[config.mk]
export PLATFORM = sky130hd
export DESIGN_NAME = transmit_shifter
export DESIGN_NICKNAME = d
export VERILOG_FILES = /design/src/rtl/transmit_shifter.sv
export SDC_FILE = /design/constraint.sdc
export NUM_CORES = 1
export LEC_CHECK = 0
export ABC_AREA = 1
export ABC_CLOCK_PERIOD_IN_PS = 1660
export CORE_MARGIN = 2
export CORE_UTILIZATION = 53
export DETAILED_ROUTE_END_ITERATION = 12
export PLACE_DENSITY = 0.82
export SLEW_MARGIN = 20
export SYNTH_ARGS = -nofsm -noshare
export SYNTH_HDL_FRONTEND = slang
export SYNTH_SLANG_ARGS = --single-unit
export TNS_END_PERCENT = 20
[constraint.sdc]
create_clock -name CLK -period 1.66 [get_ports CLK]
set_input_delay 0.498 -clock CLK [delete_from_list [all_inputs] [get_ports CLK]]
set_output_delay 0.498 -clock CLK [all_outputs]
set_load 0.02 [all_outputs]
[src/rtl/transmit_shifter.sv]
// transmit_shifter
//   Serialises one latched payload word onto TX as a frame:
//   start bit (0), DATA_WIDTH data bits LSB first, optional parity bit,
//   STOP_BITS stop bits (1). BREAK tells the transmit controller that the
//   frame is finished.
//
// Ports
//   CLK    in   1           system clock, rising edge
//   RESET  in   1           asynchronous active-low reset
//   STATE  in   1           controller mode: 0 idle, 1 busy (request/hold)
//   BCLK   in   1           baud tick, one CLK wide per bit period
//   DATA   in   DATA_WIDTH  payload, sampled only in the latch cycle
//   TX     out  1           serial line, idle high, registered
//   BREAK  out  1           one-CLK end-of-frame pulse, registered
//
// phase      | meaning
// -----------+-------------------------------------------------------------
// PH_IDLE    | line idle, waiting for STATE=1 to latch DATA
// PH_WAIT    | payload latched, line still high until the first BCLK
// PH_START   | start bit (0) on the line
// PH_DATA    | data bit cnt_q on the line
// PH_PARITY  | parity bit on the line
// PH_STOP    | stop bit cnt_q on the line (only reached when STOP_BITS > 1)
// PH_DONE    | frame finished, line high, waiting for STATE=0

module transmit_shifter #(
  parameter int DATA_WIDTH = 8,
  parameter int PARITY_EN  = 0,
  parameter int PARITY_ODD = 0,
  parameter int STOP_BITS  = 1
) (
  input  logic                  CLK,
  input  logic                  RESET,
  input  logic                  STATE,
  input  logic                  BCLK,
  input  logic [DATA_WIDTH-1:0] DATA,
  output logic                  TX,
  output logic                  BREAK
);

  localparam int CNT_W = $clog2(DATA_WIDTH + 1);

  localparam logic [CNT_W-1:0] LAST_BIT  = CNT_W'(DATA_WIDTH - 1);
  localparam logic [CNT_W-1:0] STOP_LAST = CNT_W'(STOP_BITS);
  localparam logic [CNT_W-1:0] CNT_ONE   = CNT_W'(1);

  typedef enum logic [2:0] {
    PH_IDLE,
    PH_WAIT,
    PH_START,
    PH_DATA,
    PH_PARITY,
    PH_STOP,
    PH_DONE
  } phase_t;

  phase_t                phase_q, phase_d;
  logic [DATA_WIDTH-1:0] shreg_q, shreg_d;
  logic [CNT_W-1:0]      cnt_q,   cnt_d;
  logic                  par_q,   par_d;
  logic                  tx_q,    tx_d;
  logic                  brk_q,   brk_d;
  logic                  go_stop;

  always_comb begin
    phase_d = phase_q;
    shreg_d = shreg_q;
    cnt_d   = cnt_q;
    par_d   = par_q;
    tx_d    = tx_q;
    brk_d   = 1'b0;
    go_stop = 1'b0;

    case (phase_q)
      PH_IDLE: begin
        tx_d = 1'b1;
        if (STATE) begin
          shreg_d = DATA;
          cnt_d   = '0;
          // Parity is taken from the word being latched here, so later
          // changes on DATA cannot reach the parity bit.
          par_d   = (^DATA) ^ (PARITY_ODD != 0);
          phase_d = PH_WAIT;
        end
      end

      PH_DONE: begin
        if (!STATE) begin
          phase_d = PH_IDLE;
        end
      end

      default: begin
        if (!STATE) begin
          // Abort: line back to idle at once, no end-of-frame pulse.
          phase_d = PH_IDLE;
          tx_d    = 1'b1;
        end else if (BCLK) begin
          case (phase_q)
            PH_WAIT: begin
              phase_d = PH_START;
              tx_d    = 1'b0;
            end

            PH_START: begin
              phase_d = PH_DATA;
              tx_d    = shreg_q[0];
            end

            PH_DATA: begin
              if (cnt_q == LAST_BIT) begin
                if (PARITY_EN != 0) begin
                  phase_d = PH_PARITY;
                  tx_d    = par_q;
                end else begin
                  go_stop = 1'b1;
                end
              end else begin
                shreg_d = {1'b0, shreg_q[DATA_WIDTH-1:1]};
                tx_d    = shreg_q[1];
                cnt_d   = cnt_q + CNT_ONE;
              end
            end

            PH_PARITY: begin
              go_stop = 1'b1;
            end

            PH_STOP: begin
              cnt_d = cnt_q + CNT_ONE;
              if (cnt_q + CNT_ONE == STOP_LAST) begin
                phase_d = PH_DONE;
                brk_d   = 1'b1;
              end
            end

            default: begin
              phase_d = PH_IDLE;
              tx_d    = 1'b1;
            end
          endcase
        end
      end
    endcase

    // BREAK fires on the tick that puts the last stop bit on the line.
    // That bit still gets a full period: any new frame must latch and then
    // wait for a fresh BCLK before its start bit can pull the line low.
    if (go_stop) begin
      tx_d = 1'b1;
      if (STOP_BITS == 1) begin
        phase_d = PH_DONE;
        brk_d   = 1'b1;
      end else begin
        phase_d = PH_STOP;
        cnt_d   = CNT_ONE;
      end
    end
  end

  always_ff @(posedge CLK or negedge RESET) begin
    if (!RESET) begin
      phase_q <= PH_IDLE;
      shreg_q <= '0;
      cnt_q   <= '0;
      par_q   <= 1'b0;
      tx_q    <= 1'b1;
      brk_q   <= 1'b0;
    end else begin
      phase_q <= phase_d;
      shreg_q <= shreg_d;
      cnt_q   <= cnt_d;
      par_q   <= par_d;
      tx_q    <= tx_d;
      brk_q   <= brk_d;
    end
  end

  assign TX    = tx_q;
  assign BREAK = brk_q;

endmodule

==> results.txt <==
Result of the run: complete, no violations
Crit path max-delay cell type: dfstp_2
Power Density: 1557 nW/um2
Vias: 1003
Leakage: 0.6521 nW
Mapped cell area: 1081 um2
Hold depth: 2
Deepest clock path buffer count: 2
Share of cells above drive strength 1: 0.1905
IO Pins: 14
Final RePlAce weighted congestion: 0.9183
Die area: 2417 um2
Worst path cell trace: clkdlybuf4s15_1
Height of the die: 49.16 um
TritonCTS Buffers: 3
WS Path Type: reg2out
Final hold vios: 0
Pin count of the biggest net entering global routing: 18
Synth Net Count: 161
Yosys reg bits: 17
Final worst setup slack: 0.03693 ns
Htree depth: 1
Ys Warns: 0
Clk_lat worst skew: 0.29 ns
Clock-pin slew on the worst setup and hold paths: 0.11 ns
Reg2Reg Depth: 9
Yosys cell types: 27
Slew Limit Fails: 0
Pre-CTS WS: -0.1400 ns
Least-Margin Pin Slew: 0.2241 ns
Fin crit period: 1.623 ns
Syn-to-layout area delta: 22.22%
DP Cell Count: 190
Met2 wire len: 1.188 mm
CTS tree: done
GRT Total Usage: 0.1983
TritonRoute pass-1 iters: 4
Origin of the critical flop-to-flop path: phase_q[1]$_DFFE_PN0P_
Cell family with most CP delay: flip-flops
Slowest stage delay, CP: 0.54 ns
Max-Cap Viols: 0
Hold_sp: TX$_DFFE_PN1P_
Global route overflow: 0
Sequential fraction of the synthesis area: 0.3947
Hold Path Class: reg2reg
Final Hold Slack: 0.4757 ns
Post-layout net count: 183
Iteration-0 DRC Markers: 37
Met1 Wirelength: 937 um
Setup crit start: TX$_DFFE_PN1P_
Post-Synthesis Cells: 147
Vias in the first global route: 896
Initial Util: 0.5567
Detailed Route WL: 2.218 mm
Core area: 1942 um2
Post-route ant nets: 0
Wire length of the first global-routing pass: 3.753 mm
PortBufs: 13
Worst path bufs/invs: 1
Req. time, crit path: 1.16 ns
Final Instance Area: 1321 um2
Vias per cell: 5.144
Initial antenna violation count: 0
Routed WL per cell: 11.37 um
Final setup fails: 0
Maximum clock frequency: 616.1 MHz
Fin cells: 195
RSZ-0062 raised after global routing: yes
CP Data Arrival Time: 1.13 ns
HPWL Detailed: 1.640 mm
Number of cell rows: 16
Worst vdd ir: 855.4 uV
CP Max Fanout: 2
Number of diodes: 0
Final Skew: 0.01048 ns
Horiz. Die Dim: 49.16 um
Clock sink count: 17
Top sig layer: met3
Final core occ: 0.6804
Crit share post-route: 0.9778
Placed cell areas: 1264 um2
Syn_area_per_cell: 7.354 um2
Met3 WL post-DR: 93 um
Startpoint Class: flop
Root Buffer: clkbuf_4
Worst slew margin: 0.8506
Crit path capture type: output port
WP depth: 1
DRC: 0
-- final timing paths --
| kind | end | slack (ns) |
|---|---|---|
| max | TX | 0.04 |
| min | TX$_DFFE_PN1P_ | 0.48 |
| max reg2reg | cnt_q[0]$_DFFE_PN0P_ | 0.10 |
| min reg2reg | TX$_DFFE_PN1P_ | 0.48 |
| max in group asynchronous | TX$_DFFE_PN1P_ | 0.89 |
| min in group asynchronous | phase_q[2]$_DFFE_PN0P_ | 0.52 |
-- placed cells by master, fill, tap and decap left out, types with 2 or more instances in the layout --
cell type | netlist | final
nand2_1 | 52 | 49
inv_1 | 15 | 15
dfrtp_1 | 16 | 14
nor2_1 | 14 | 13
clkdlybuf4s50_1 | 0 | 11
nand3_1 | 8 | 8
buf_4 | 2 | 8
a31oi_1 | 7 | 7
o21ai_0 | 7 | 7
nand4_1 | 5 | 5
nand2_2 | 2 | 5
clkbuf_4 | 0 | 3
nor2_2 | 1 | 2
nand3_2 | 2 | 2
ha_1 | 2 | 2
dfrtp_2 | 0 | 2
-- worst reg2reg max path: stages, from the launching register on --
cell and delay [ns]:
dfrtp_2 0.51, nor2_4 0.14, nand2_4 0.13, nand2_2 0.13, nand3_1 0.08, nor2_1 0.08
nand2_1 0.10, nor2_2 0.17, nand2_1 0.08, o21ai_1 0.07
-- metal layers --
layer / GRT usage / vias to the layer above
li1: - / 520
met5: 0 / -
met2: 0.3536 / 23
met4: 0.05714 / 0
met3: 0.03988 / 0
met1: 0.2395 / 460
-- report_power, final --
group | internal [W] | switching [W]
combinational | 0.000419 | 0.000654
sequential | 0.000599 | 0.000163
clock | 0.0000895 | 0.000133
-- what timing repair did --
item,in CTS,in global routing
resized for setup,3,8
pin swaps,0,1
setup endpoints to repair,2,10
buffers inserted,0,1
hold buffers,0,0
-- sequential cells by signal (all words and copies together), names as in the netlist --
signal / flops
phase_q: 3
cnt_q: 4
shreg_q: 8
TX: 1
BREAK: 1
-- area by class of cell --
cell class                      instances  area (um2)
Multi-Input combinational cell        109       575.6
Fill cell                             169       620.6
Sequential cell                        17       429.2
Timing Repair Buffer                   21       188.9
Clock inverter                          1       5.005
Tap cell                               27       33.78
Inverter                               17       66.31
Clock buffer                            3       22.52
-- synth_stat cells, drive strengths merged --
cell type  number  area, um2
nor2           17      90.09
nor3            2      15.01
inv            17      66.31
clkbuf          1      3.750
a31oi           7      43.79
ha              2      25.02
nand2          55      219.0
dfrtp          16      400.4
buf             3      30.02
a21oi           1      5.000
nand4           5      31.28
o21ai           8      40.03
nand3          11      77.58
o211ai          1      7.510
dfstp           1      26.28
-- through the flow --
step                total power, W  setup TNS, ns
finish                    0.002057              0
global route              0.002246       -0.06553
CTS                       0.002045              0
detailed placement        0.001821         -1.706
global placement          0.001773        -0.6846
floorplan                 0.001614              0
-- cells by family after synthesis --
family / share of synthesized area
AOI/OAI and AO/OA: 0.08911
adders and majority gates: 0.02314
buffers and inverters: 0.09258
DFF: 0.3947
and+or+nand+nor: 0.4005
(Power assumes the default switching activity.)
==> edit, RTL diff (same settings) <==
`shreg_q` no longer has a reset.
--- a/src/rtl/transmit_shifter.sv
+++ b/src/rtl/transmit_shifter.sv
@@ -161,14 +161,12 @@
   always_ff @(posedge CLK or negedge RESET) begin
     if (!RESET) begin
       phase_q <= PH_IDLE;
-      shreg_q <= '0;
       cnt_q   <= '0;
       par_q   <= 1'b0;
       tx_q    <= 1'b1;
       brk_q   <= 1'b0;
     end else begin
       phase_q <= phase_d;
-      shreg_q <= shreg_d;
       cnt_q   <= cnt_d;
       par_q   <= par_d;
       tx_q    <= tx_d;
@@ -176,6 +174,10 @@
     end
   end
 
+  always_ff @(posedge CLK) begin
+    shreg_q <= shreg_d;
+  end
+
   assign TX    = tx_q;
   assign BREAK = brk_q;
 
Function: no difference found for any inputs over 10 cycles, from zero or initial values and one cycle with RESET low; that may be too few to reach the edited logic, so the function may still have changed.
==> edit against the unedited design <==
- power decreased by 6.8%
- critical endpoint is now shreg_q[7]
- wire length shrank 4.3%
- largest cell class unchanged
- cell count is 5.1% lower
- synthesized area shrank 0.23%
- sequential cell count unchanged
- synthesized cell count down 7.5%
- setup slack better by 0.055 ns
- non-clock buffer count rose by 1
- largest power group unchanged
- first-iteration DRC count down 14%
- final area shrank 1.4%
==> edit: results (changes against the unedited design) <==
Status
  • Status: finished clean

Pwr
  • Sequential power: 0.777 mW (+2%)
  • Int Power: 1.086 mW (-1.9%)
  • Flop pwr share: 40.5% (+3.4 points)
  • Leakage: 0.6423 nW (-1.5%)

Drt
  • Avg WL per Cell: 11.48 um (+0.89%)
  • Vias/cell: 5.086 (-1.1%)
  • Initial DRC Count: 32 (-14%)

STA
  • Hold slack: 0.4836 ns (+0.007859 ns)
  • Worst Clk Skew: 0.004691 ns (-0.005793 ns)
  • Slew of the pin with the lowest slew margin: 0.4595 ns (+0.2354 ns)

Worst setup path
  • R2R depth: 6 (-3)
  • Origin of the worst setup path: phase_q[1]
  • Crit Path Max Fanout: 10 (+8)
  • Slowest cell on the critical path: dfrtp_1

Synth
  • Most instantiated cells after synthesis: 50 x nand2_1, 15 x inv_1, 12 x nand3_1
  • Syn Nets: 150 (-6.8%)
  • Post-synth ARST share: 52.94% (-47 points)
  • Area contributors post-synth: edfxtp_1 22%, dfrtp_1 19%, nand2_1 17%, nand3_1 5.6%, inv_1 5.2%
  • Post-synth EDFFs: 8 (+8)

Layout
  • Seq area share: 35.93% (+3.4 points)
  • Non-clock buffering overhead: 14.70% (+0.40 points)
  • Fill cell count: 164 (-3.0%)
  • Final nets: 173 (-5.5%)
  • Clock-cell share: 2.113% (+0.030 points)
  • Finished layout cell area: 0.001303 mm2 (-1.4%)

Placement
  • GP Congestion: 0.9225 (+0.46%)
  • Post-DP HPWL: 1639 um (about the same)

Global routing
  • Total track usage: 19.63% (-0.20 points)
  • Largest net degree at the start of global routing: 11 (-7)
-- edit: routing by layer --
layer | track usage (%) | vias to the layer above | routed length (um)
met1 | 22.55 | 440 | 927
met2 | 34.68 | 16 | 1089
met3 | 3.374 | 8 | 58
met5 | 0 | - | 0
li1 | - | 477 | -
met4 | 10.00 | 0 | 48
-- edit: through the flow --
stage               setup WS, ns  cells
CTS                      0.02248    183
finish                   0.09196    185
global route            0.005931    185
global placement         -0.1300    179
floorplan                0.03558    136
detailed placement       -0.1466    179
-- edit: kinds of logic (layout without fill, tap and decap cells) --
logic type | Yosys count | count (layout) | synth area share (%)
AND/OR/NAND/NOR | 85 | 85 | 38.98
flip-flops | 17 | 17 | 43.27
AO/OA/AOI/OAI | 11 | 11 | 6.033
buffers and inverters | 21 | 43 | 9.396
adder cells (fa/ha/maj) | 2 | 2 | 2.320
-- edit: tightest hold or removal path, stage by stage (launching register included) --
cell,delay (ns)
dfstp_2,0.38
nand2_1,0.05
nand2_1,0.05
